===== config.mk =====
export PLATFORM = sky130hd
export DESIGN_NAME = rep_pulse_sched
export DESIGN_NICKNAME = d
export VERILOG_FILES = /design/src/rtl/rep_pulse_sched.sv
export SDC_FILE = /design/constraint.sdc
export NUM_CORES = 1
export LEC_CHECK = 0
export ABC_AREA = 1
export BUFFER_PORTS_ARGS = -buffer_cell sky130_fd_sc_hd__buf_2
export CAP_MARGIN = 40
export CORE_MARGIN = 3
export CORE_UTILIZATION = 45
export DETAILED_ROUTE_END_ITERATION = 7
export GPL_TIMING_DRIVEN = 0
export PLACE_DENSITY_LB_ADDON = 0.1
export SLEW_MARGIN = 40
export SYNTH_ARGS = -nofsm -noshare
export SYNTH_HDL_FRONTEND = slang
export SYNTH_SLANG_ARGS = --single-unit

===== constraint.sdc =====
create_clock -name clk -period 3.2 [get_ports clk]
set_input_delay 0.48 -clock clk [delete_from_list [all_inputs] [get_ports clk]]
set_output_delay 0.48 -clock clk [all_outputs]
set_load 0.02 [all_outputs]

===== src/rtl/rep_pulse_sched.sv =====
// rep_pulse_sched: a/b pulse-train scheduler for the repetition-operator examples.
// One start/reps request produces a single a pulse, then reps b pulses spaced by
// fixed idle gaps, then a single done pulse.
//
// Ports:
//   clk      - clock, all logic on posedge
//   rst      - synchronous reset, active-high
//   start    - sequence request, sampled only in IDLE (and DONE when chaining)
//   reps     - number of b pulses requested, sampled with start
//   busy     - high from the cycle after an accepted start through the done cycle
//   a        - single-cycle a pulse
//   b        - single-cycle b pulses
//   done     - single-cycle completion pulse
//   b_count  - b pulses issued in the current or last sequence
//
// Optional feature macro: REP_PULSE_SCHED_CHAIN_EN
//   When defined, a start with reps!=0 seen in DONE launches the next sequence
//   directly, so a follows done with no idle cycle and busy never drops.
module rep_pulse_sched #(
  parameter int unsigned CNT_W      = 4,
  parameter int unsigned A_TO_B_GAP = 3,
  parameter int unsigned B_TO_B_GAP = 1
) (
  input  logic             clk,
  input  logic             rst,
  input  logic             start,
  input  logic [CNT_W-1:0] reps,
  output logic             busy,
  output logic             a,
  output logic             b,
  output logic             done,
  output logic [CNT_W-1:0] b_count
);

  localparam int unsigned GAP_MAX = (A_TO_B_GAP > B_TO_B_GAP) ? A_TO_B_GAP : B_TO_B_GAP;
  localparam int unsigned GAP_W   = $clog2(GAP_MAX + 1);

  localparam logic [2:0] S_IDLE  = 3'd0;
  localparam logic [2:0] S_A     = 3'd1;
  localparam logic [2:0] S_GAP_A = 3'd2;
  localparam logic [2:0] S_B     = 3'd3;
  localparam logic [2:0] S_GAP_B = 3'd4;
  localparam logic [2:0] S_DONE  = 3'd5;

  // Gaps below these minimums would break the b-spacing trace constraints.
  if (A_TO_B_GAP < 3) begin : g_bad_a_gap
    $fatal(1, "rep_pulse_sched: A_TO_B_GAP must be >= 3");
  end
  if (B_TO_B_GAP < 1) begin : g_bad_b_gap
    $fatal(1, "rep_pulse_sched: B_TO_B_GAP must be >= 1");
  end

  logic [2:0]       state, state_nxt;
  logic [CNT_W-1:0] rem, rem_nxt;
  logic [GAP_W-1:0] gap, gap_nxt;
  logic [CNT_W-1:0] cnt_nxt;
  logic             accept_c;

  assign accept_c = start && (reps != '0);

  // Next-state and datapath updates.
  always_comb begin
    state_nxt = state;
    rem_nxt   = rem;
    gap_nxt   = gap;
    cnt_nxt   = b_count;
    case (state)
      S_IDLE: begin
        if (accept_c) begin
          state_nxt = S_A;
          rem_nxt   = reps;
          cnt_nxt   = '0;
        end
      end
      S_A: begin
        state_nxt = S_GAP_A;
        gap_nxt   = GAP_W'(A_TO_B_GAP);
      end
      S_GAP_A: begin
        // Gap counter counts down to 1 so the state lasts exactly A_TO_B_GAP cycles.
        if (gap == GAP_W'(1)) state_nxt = S_B;
        else                  gap_nxt   = gap - GAP_W'(1);
      end
      S_B: begin
        rem_nxt = rem - CNT_W'(1);
        if (rem == CNT_W'(1)) begin
          state_nxt = S_DONE;
        end else begin
          state_nxt = S_GAP_B;
          gap_nxt   = GAP_W'(B_TO_B_GAP);
        end
      end
      S_GAP_B: begin
        if (gap == GAP_W'(1)) state_nxt = S_B;
        else                  gap_nxt   = gap - GAP_W'(1);
      end
      S_DONE: begin
`ifdef REP_PULSE_SCHED_CHAIN_EN
        if (accept_c) begin
          state_nxt = S_A;
          rem_nxt   = reps;
          cnt_nxt   = '0;
        end else begin
          state_nxt = S_IDLE;
        end
`else
        state_nxt = S_IDLE;
`endif
      end
      default: state_nxt = S_IDLE;
    endcase
    // b_count tracks the pulse being issued; cannot wrap since it never exceeds reps.
    if (state_nxt == S_B) cnt_nxt = cnt_nxt + CNT_W'(1);
  end

  // State, datapath and registered outputs decoded from the next state.
  always_ff @(posedge clk) begin
    if (rst) begin
      state   <= S_IDLE;
      rem     <= '0;
      gap     <= '0;
      b_count <= '0;
      busy    <= 1'b0;
      a       <= 1'b0;
      b       <= 1'b0;
      done    <= 1'b0;
    end else begin
      state   <= state_nxt;
      rem     <= rem_nxt;
      gap     <= gap_nxt;
      b_count <= cnt_nxt;
      busy    <= (state_nxt != S_IDLE);
      a       <= (state_nxt == S_A);
      b       <= (state_nxt == S_B);
      done    <= (state_nxt == S_DONE);
    end
  end

endmodule


==> results.md, run 1 <==
- Ys flop type: dfxtp_1
- Gr usage total: 0.163
- Number of synthesized flops with an enable pin: 0
- CTS tree: yes
- Filler cells: between 150 and 200
- Crit-path slowest cell: dfxtp_1
- Max-Slew Margin vs Limit: 0.827
- Area of the multi-input gates: between 400 and 500 um2
- Synthesized area: around 900 um2
- RSZ-0062 raised after global routing: false
- Leakage power total: 0.507 nW
- Post-synth top area share: 0.380
- Via density: roughly 5.0
- Final setup violation count: 0
- 1st-pass router iterations: 4
- Post-layout minimum cycle time: about 1.7 ns
- Final Hold Fails: 0
- Crit path buf inv count: 3
- Synth-to-Final Area Change: 13.8%
- Final hold slack: between 0.4 and 0.5 ns
- Setup ws final: about 1.5 ns
- Overall Power: ~0.00043 W
- Clk buf depth: 2
- Root Buffer Master: clkbuf_4
- GPL Wtd Cong: approximately 0.8
- Largest cells by area after synthesis: dfxtp_1 38%, nand2_1 9.6%, inv_1 6.7%, nor2_1 5.9%, ha_1 5.6%
- Post-placement setup slack: around 1.4 ns
- Setup TNS: 0 ns
- Max_cap viols: 0
- Top cell type by total area after synthesis: dfxtp_1
- Pwr per Cell Area: approximately 420 mW/mm2
- 1st-iter DRT viols: 17
- I/O pin count: 15
- Top delay family on crit path: simple AND/OR/NAND/NOR gates
- Drc violations: 0
- Initial Util: 0.497
- Status: completed
- Antenna violations before repair: 0
- Syn Inst Count: 120
- CTS clk-pin slew, worst paths: 0.10 ns
- WL final: approximately 1800 um
- Die ar.: 0.00256 mm2
- Post-CTS sizing: 0
- Max H-tree Level: 1
- Number of routed nets with antenna violations: 0
- Mapped Avg Cell Area: roughly 7.5 um2
- Sequential Area: approximately 340 um2
- Commonest non-fill, non-tap cell in the layout: nand2_1
- Routed WL per cell: approximately 11 um
- Placed insts: 158
- Core area: 0.00180 mm2
- Setup CP Type: register to register
- Mapped Nets: between 100 and 150
- Crit path launch type: register
- Nets: 149
- IO buf count: 13
- Clock sinks: 17
- Max FO, Critical Path: 10
- Clk_lat worst skew: 0.28 ns
- DP HPWL: around 1400 um
- Power Internal: slightly above 0.0003 W
- Seq pwr share: 0.549
- # Post-CTS Setup Buffers: 0
- Clock power frac: 0.258
- Vias in the first global route: between 700 and 800
- Comb pwr share: 0.193
- Overflow after GRT: 0
- Least-Margin Pin Slew: 0.259 ns
- Final Max Slew Viols: 0
- Die Ht: 50.6 um
- First-pass GRT wire length: ~3200 um
- Fin cells: about 160
- #FFs+latches synth: 17
- Hold Crit Class: primary input to register
- Netlist cell types: 24
- CP Data Arrival Time: 1.83 ns
- Sw Share: 0.292
- Psw: roughly 0.00012 W
- Final Cycle Share: 0.517
- Vias: 805
- VDD IR max: between 0.0002 and 0.00025 V
- Critical path cell sequence: inv_1 > nand2_1 > nor2_2 > nand2_2 > buf_6 > nand2_1 > inv_1 > ha_1 > nor2_1 > a211oi_2
- Sequential area share after synthesis: 0.380
- Syn. warnings: 0
- Ratio of cells with drive above 1 in the final layout: 0.248
- Num CTS Buffers: 3
- Most frequent cells in the layout: 23 x nand2_1, 17 x dfxtp_1, 16 x inv_1
- Chip Width: 50.6 um
- Upper clock frequency limit: a little over 600 MHz
- Largest net degree at the start of global routing: 11
- Crit. End Element: register
- # rows: 15
- Worst endpoint required time: 3.38 ns
- Hold_buf cts: 0
- Setup Skew: about 0.004 ns
- Critical Path Max Stage Delay: around 0.35 ns
- Async SR Flop Fraction: 0
- Antenna cells: 0
[final timing paths]
kind	cells after the start	to	slack, ns	startpoint
worst max register to register	10	b_count[1]	1.55	state[0]
worst min-delay path	3	rem[3]	0.48	reps[3]
worst min register to register	2	rem[1]	0.49	rem[1]
worst max-delay path	10	b_count[1]	1.55	state[0]
[stage by stage]
step           cell area (um2)   util
5_1_grt                   1020  0.566
4_1_cts                   1020  0.566
3_5_place_dp               992  0.551
3_3_place_gp               992  0.551
6_report                  1020  0.566
2_1_floorplan              896      -
[cells in the mapped netlist, types with 2 or more instances]
library cell and number:
a31oi_1 3, inv_1 16, o21ai_0 5, nand2_2 4, nand3_1 9, nor2_2 2
a21oi_1 7, nor3_1 2, nand4_1 2, ha_1 4, buf_6 2, dfxtp_1 17
nor2_1 14, nand2_1 23
[sequential cells by signal, indices dropped and copies added, names as in the netlist]
register and cells:
b_count 4, rem 4, state 3, gap 2, a 1, b 1
busy 1, done 1
[worst min-delay path: stages]
cell and delay (ns):
buf_2 0.10, nand2_1 0.06, a31oi_1 0.07
[routing by layer]
metal  routed length, um  share of wire  global-route usage
met1                 783           0.45               0.193
met2                 862           0.49               0.296
met3                  91          0.052              0.0267
met4                  12         0.0069              0.0538
met5                   0              0                   0
[power by group through the flow]
stage	combinational, W	sequential, W	clock [W]
after floorplan	0.0000598	0.000241	0
after global placement	0.0000805	0.000238	0
after detailed placement	0.0000828	0.000239	0
after CTS	0.0000835	0.000234	0.000115
after global routing	0.0000943	0.000236	0.000125
final	0.0000824	0.000234	0.000110
[kinds of logic after synthesis]
kind of cell             synth area share
AO/OA/AOI/OAI                       0.108
flip-flops                          0.380
adder cells (fa/ha/maj)            0.0559
buffers and inverters               0.103
AND/OR/NAND/NOR                     0.353
[area by class of cell]
type                       count  share of cell area
buffer                         3              0.0270
timing repair buffer          13              0.0638
multi-input combinational     83               0.454
clock inverter                 1             0.00491
clock buffer                   3              0.0221
tap                           25              0.0307
sequential                    17               0.334
inverter                      17              0.0638
(Power assumes the default switching activity.)
==> run 2, diff against run 1 <==
==> constraint.sdc (replaced) <==
create_clock -name clk -period 1.4 [get_ports clk]
set_input_delay 0.21 -clock clk [delete_from_list [all_inputs] [get_ports clk]]
set_output_delay 0.21 -clock clk [all_outputs]
set_load 0.02 [all_outputs]
==> run 2 against run 1 <==
Register-to-register slack worse by 1.5 ns. Clock skew fell by 0.00054 ns. Die area unchanged. Combinational power increased to 2.8 times the previous value. Critical path type unchanged. Largest power group unchanged.
==> results.md, run 2 (synthesis results as in run 1) <==
- Clock sinks: 17
- Number of routed nets with antenna violations: 0
- Final Cycle Share: 0.973
- Synth-to-Final Area Change: 28.2%
- I/O pin count: 15
- Largest net degree at the start of global routing: 11
- Setup TNS: 0 ns
- CTS tree: yes
- Max H-tree Level: 1
- Final Hold Fails: 0
- # rows: 15
- Die Ht: between 50 and 60 um
- WL final: between 1500 and 2000 um
- Max-Slew Margin vs Limit: 0.827
- Via density: 4.98
- Chip Width: between 50 and 60 um
- Commonest non-fill, non-tap cell in the layout: nand2_1
- 1st-pass router iterations: 4
- Final setup violation count: 0
- Most frequent cells in the layout: 20 x nand2_1, 14 x dfxtp_1, 13 x nor2_1, 13 x buf_2, 10 x inv_1
- Setup CP Type: register to register
- First-pass GRT wire length: ~3400 um
- Least-Margin Pin Slew: about 0.26 ns
- Crit. End Element: register
- Critical path cell sequence: inv_2 > nand2_2 > nor2_4 > nand2_2 > buf_6 > nand2_4 > inv_2 > ha_4 > nor2_2 > a211oi_2
- Root Buffer Master: clkbuf_4
- Num CTS Buffers: 3
- Routed WL per cell: between 10 and 15 um
- Overflow after GRT: 0
- Crit-path slowest cell: dfxtp_4
- Placed insts: about 160
- Largest regs: b_count x4, rem x4, state x3
- CTS clk-pin slew, worst paths: approximately 0.1 ns
- Reg2reg setup slack: 0.04 ns
- IO buf count: 13
- Setup Skew: roughly 0.0034 ns
- Vias in the first global route: 824
- 1st-iter DRT viols: 12
- Nets: between 150 and 200
- Status: completed
- Crit path launch type: register
- VDD IR max: approximately 0.00052 V
- Worst endpoint required time: 1.61 ns
- Antenna violations before repair: 0
- Clk buf depth: 2
- GPL Wtd Cong: roughly 0.80
- RSZ-0062 raised after global routing: true
- Max_cap viols: 0
- Max FO, Critical Path: 4
- Vias: 852
- Post-layout minimum cycle time: between 1 and 1.5 ns
- Drc violations: 0
- Gr usage total: 0.173
- Die ar.: 0.00256 mm2
- Pwr per Cell Area: 888 mW/mm2
- Final Max Slew Viols: 0
- Upper clock frequency limit: roughly 730 MHz
- Clk_lat worst skew: ~0.28 ns
- Hold_buf cts: 0
- Hold Crit Class: primary input to register
- Ratio of cells with drive above 1 in the final layout: 0.404
- Antenna cells: 0
- Fin cells: around 170
- DP HPWL: around 1300 um
- Initial Util: 0.497
- Leakage power total: approximately 0.55 nW
- Critical Path Max Stage Delay: 0.36 ns
- Core area: 0.00180 mm2
- CP Data Arrival Time: between 1.5 and 2 ns
## run 2: cell count changes in the layout (fill, tap and decap cells not counted), sizes merged
| cell | delta |
|---|---|
| buf | +9 |
## run 2: cell type report
class / count / area (um2)
Fill cell: 187 / 653
Multi-Input combinational cell: 83 / 515
Sequential cell: 17 / 349
Timing Repair Buffer: 22 / 133
Inverter: 17 / 65.1
Tap cell: 25 / 31.3
Buffer: 3 / 27.5
Clock buffer: 3 / 22.5
Clock inverter: 1 / 5.00
## run 2: timing repair
action / CTS / global route
pin swaps: 4 / 2
endpoints found under the setup margin: 2 / 8
resized for setup: 10 / 9
buffers inserted: 8 / 1
## run 2: power by group
group	switching (W)	internal, W
Combinational	0.000135	0.0000949
Clock	0.000154	0.000106
Sequential	0.0000179	0.000512
Total	0.000307	0.000713
## run 2: worst max-delay path, delay by kind of cell (launching register included)
family / cells / cell delay [ns]
adder cells (fa/ha/maj): 1 / 0.25
AND/OR/NAND/NOR: 5 / 0.33
AO/OA/AOI/OAI: 1 / 0.13
flip-flops: 1 / 0.36
buffers and inverters: 3 / 0.23
## run 2: per-stage QoR
| step | power [W] | hold slack, ns | instance area (um2) | util | setup slack (ns) |
|---|---|---|---|---|---|
| floorplan | 0.000690 | 0.376 | 900 | - | 0.00467 |
| CTS | 0.00102 | 0.192 | 1110 | 0.617 | 0.00475 |
| finish | 0.00102 | 0.203 | 1150 | 0.638 | 0.0372 |
| detailed placement | 0.000734 | 0.474 | 996 | 0.553 | -0.135 |
| global placement | 0.000731 | 0.456 | 996 | 0.553 | -0.133 |
| global route | 0.00110 | 0.212 | 1150 | 0.638 | -0.0451 |
## run 2: metal layers
layer	share of wire	wire length, um	GRT usage
met3	0.027	51	0.0267
met5	0	0	0
met4	0.0074	14	0.0673
met1	0.47	893	0.215
met2	0.49	931	0.298
## run 2: final timing paths
| path | start | end | cells past startpoint |
|---|---|---|---|
| max | state[2] | b_count[1] | 10 |
| min | reps[3] | rem[3] | 3 |
| max reg2reg | state[2] | b_count[1] | 10 |
| min reg2reg | rem[1] | rem[1] | 2 |
==> run 3, diff against run 2 <==
--- a/config.mk
+++ b/config.mk
@@ -8,8 +8,10 @@
 export ABC_AREA = 1
 export BUFFER_PORTS_ARGS = -buffer_cell sky130_fd_sc_hd__buf_2
 export CAP_MARGIN = 40
+export CORE_ASPECT_RATIO = 0.6
 export CORE_MARGIN = 3
-export CORE_UTILIZATION = 45
+export CORE_UTILIZATION = 41
+export CTS_CLUSTER_SIZE = 25
 export DETAILED_ROUTE_END_ITERATION = 7
 export GPL_TIMING_DRIVEN = 0
 export PLACE_DENSITY_LB_ADDON = 0.1
==> run 3 against run 2 <==
Clock skew barely moved. Clock power rose by 2%. Highest routed layer unchanged. Non-clock buffer count rose by 4. Critical endpoint unchanged. Sequential share of layout area fell by 2.2 points.
==> results.md, run 3 (synthesis results as in run 1) <==
- Upper clock frequency limit: between 700 and 800 MHz
- First-pass GRT wire length: about 3600 um
- Final setup violation count: 0
- Most frequent cells in the layout: 20 x nand2_1, 14 x dfxtp_1, 13 x nor2_1, 13 x buf_2, 11 x inv_1
- Antenna cells: 0
- Max FO, Critical Path: 3
- Pwr per Cell Area: 851 mW/mm2
- Drc violations: 0
- Final hold slack: around 0.19 ns
- WL final: roughly 2200 um
- Max-Slew Margin vs Limit: 0.825
- Vias in the first global route: 792
- # rows: 12
- Clock sinks: 17
- Sw Share: 0.305
- Power Internal: approximately 0.00073 W
- Number of routed nets with antenna violations: 0
- 1st-iter DRT viols: 35
- Clock power frac: 0.251
- Ratio of cells with drive above 1 in the final layout: 0.413
- Worst endpoint required time: 1.62 ns
- DP HPWL: approximately 1500 um
- Final Max Slew Viols: 0
- Vias: approximately 900
- Core area: about 0.002 mm2
- Num CTS Buffers: 3
- Overflow after GRT: 0
- Final Cycle Share: 0.976
- Commonest non-fill, non-tap cell in the layout: nand2_1
- Die ar.: 0.00280 mm2
- Comb pwr share: 0.246
- CTS clk-pin slew, worst paths: approximately 0.10 ns
- Post-layout minimum cycle time: ~1.4 ns
- Nets: ~160
- Largest net degree at the start of global routing: 11
- VDD IR max: between 0.0005 and 0.0006 V
- Clk_lat worst skew: between 0.2 and 0.3 ns
- Setup CP Type: register to register
- Antenna violations before repair: 0
- Seq pwr share: 0.503
- Setup Skew: 0.00299 ns
- GPL Wtd Cong: around 0.8
- CTS tree: yes
- Leakage power total: approximately 0.62 nW
- Hold Crit Class: primary input to register
- Largest regs: b_count x4, rem x4, state x3
- Final Cell Area: 0.00124 mm2
- Setup TNS: 0 ns
- Final Hold Fails: 0
- Initial Util: 0.459
- I/O pin count: 15
- CP Data Arrival Time: roughly 1.6 ns
- Status: completed
- Psw: 0.000321 W
- Die Ht: 42.2 um
- RSZ-0062 raised after global routing: true
- Clk buf depth: 2
- Max_cap viols: 0
- Cell area after placement: 1000 um2
- Least-Margin Pin Slew: 0.262 ns
- Max H-tree Level: 1
- Via density: ~5
- IO buf count: 13
- Chip Width: ~66 um
- Gr usage total: 0.170
- Root Buffer Master: clkbuf_4
- Synth-to-Final Area Change: 38.4%
- Crit. End Element: register
- 1st-pass router iterations: 4
- Crit path launch type: register
- Routed WL per cell: 12.6 um
==> run 3: changes by cell type in the layout (fill, tap and decap cells not counted), sizes merged <==
| cell | delta |
|---|---|
| clkinv | -1 |
| clkbuf | +2 |
| buf | +3 |
==> run 3: repair_timing <==
item / CTS / global route
endpoints found under the setup margin: 3 / 7
hold buffers: 0 / 0
gates resized for setup: 16 / 13
gates cloned: 0 / 1
pin swaps: 5 / 5
buffers inserted: 7 / 5
endpoints found under the hold margin: 0 / 0
==> run 3: power groups by stage <==
| stage | combinational [W] | clock (W) | sequential [W] |
|---|---|---|---|
| 2_1_floorplan | 0.000138 | 0 | 0.000552 |
| 3_3_place_gp | 0.000189 | 0 | 0.000545 |
| 3_5_place_dp | 0.000196 | 0 | 0.000546 |
| 4_1_cts | 0.000229 | 0.000271 | 0.000530 |
| 5_1_grt | 0.000288 | 0.000299 | 0.000535 |
| 6_report | 0.000259 | 0.000265 | 0.000531 |
==> run 3: routing by layer <==
metal | global-route usage | vias to the layer above | share of wire
met4 | 0.0364 | 0 | 0.0062
met2 | 0.258 | 15 | 0.47
met5 | 0 | - | 0
met3 | 0.0643 | 2 | 0.041
li1 | - | 448 | -
met1 | 0.227 | 426 | 0.49
==> run 3: layout make-up <==
cell class	count	area (um2)
repair buffers	26	188
multi-input cells	83	538
well taps	28	35.0
plain buffers	3	31.3
fillers	181	712
clock buffers	4	26.3
flip-flops and latches	17	349
inverters	17	72.6
==> run 3: worst paths after layout <==
path	startpoint	end	slack (ns)	depth (start not counted)
worst max register to register	state[0]	b_count[1]	0.03	10
worst max-delay path	state[0]	b_count[1]	0.03	10
worst min register to register	rem[1]	rem[1]	0.49	2
worst min-delay path	reps[3]	rem[3]	0.19	3
==> run 3: stage by stage <==
stage | setup slack [ns] | cells | utilization | power (W)
3_5_place_dp | -0.193 | 161 | 0.512 | 0.000742
6_report | 0.0332 | 178 | 0.635 | 0.00106
4_1_cts | 0.00596 | 172 | 0.578 | 0.00103
3_3_place_gp | -0.155 | 161 | 0.512 | 0.000734
2_1_floorplan | 0.00467 | 120 | - | 0.000690
5_1_grt | -0.0180 | 178 | 0.635 | 0.00112
==> run 3: worst max-delay path, cell delays in order (launching register included) <==
cell	delay [ns]
dfxtp_2	0.34
inv_2	0.06
nand2_2	0.06
nor2_4	0.13
nand2_4	0.07
buf_6	0.12
nand2_4	0.06
inv_4	0.04
ha_4	0.25
nor2_2	0.04
a211oi_2	0.13
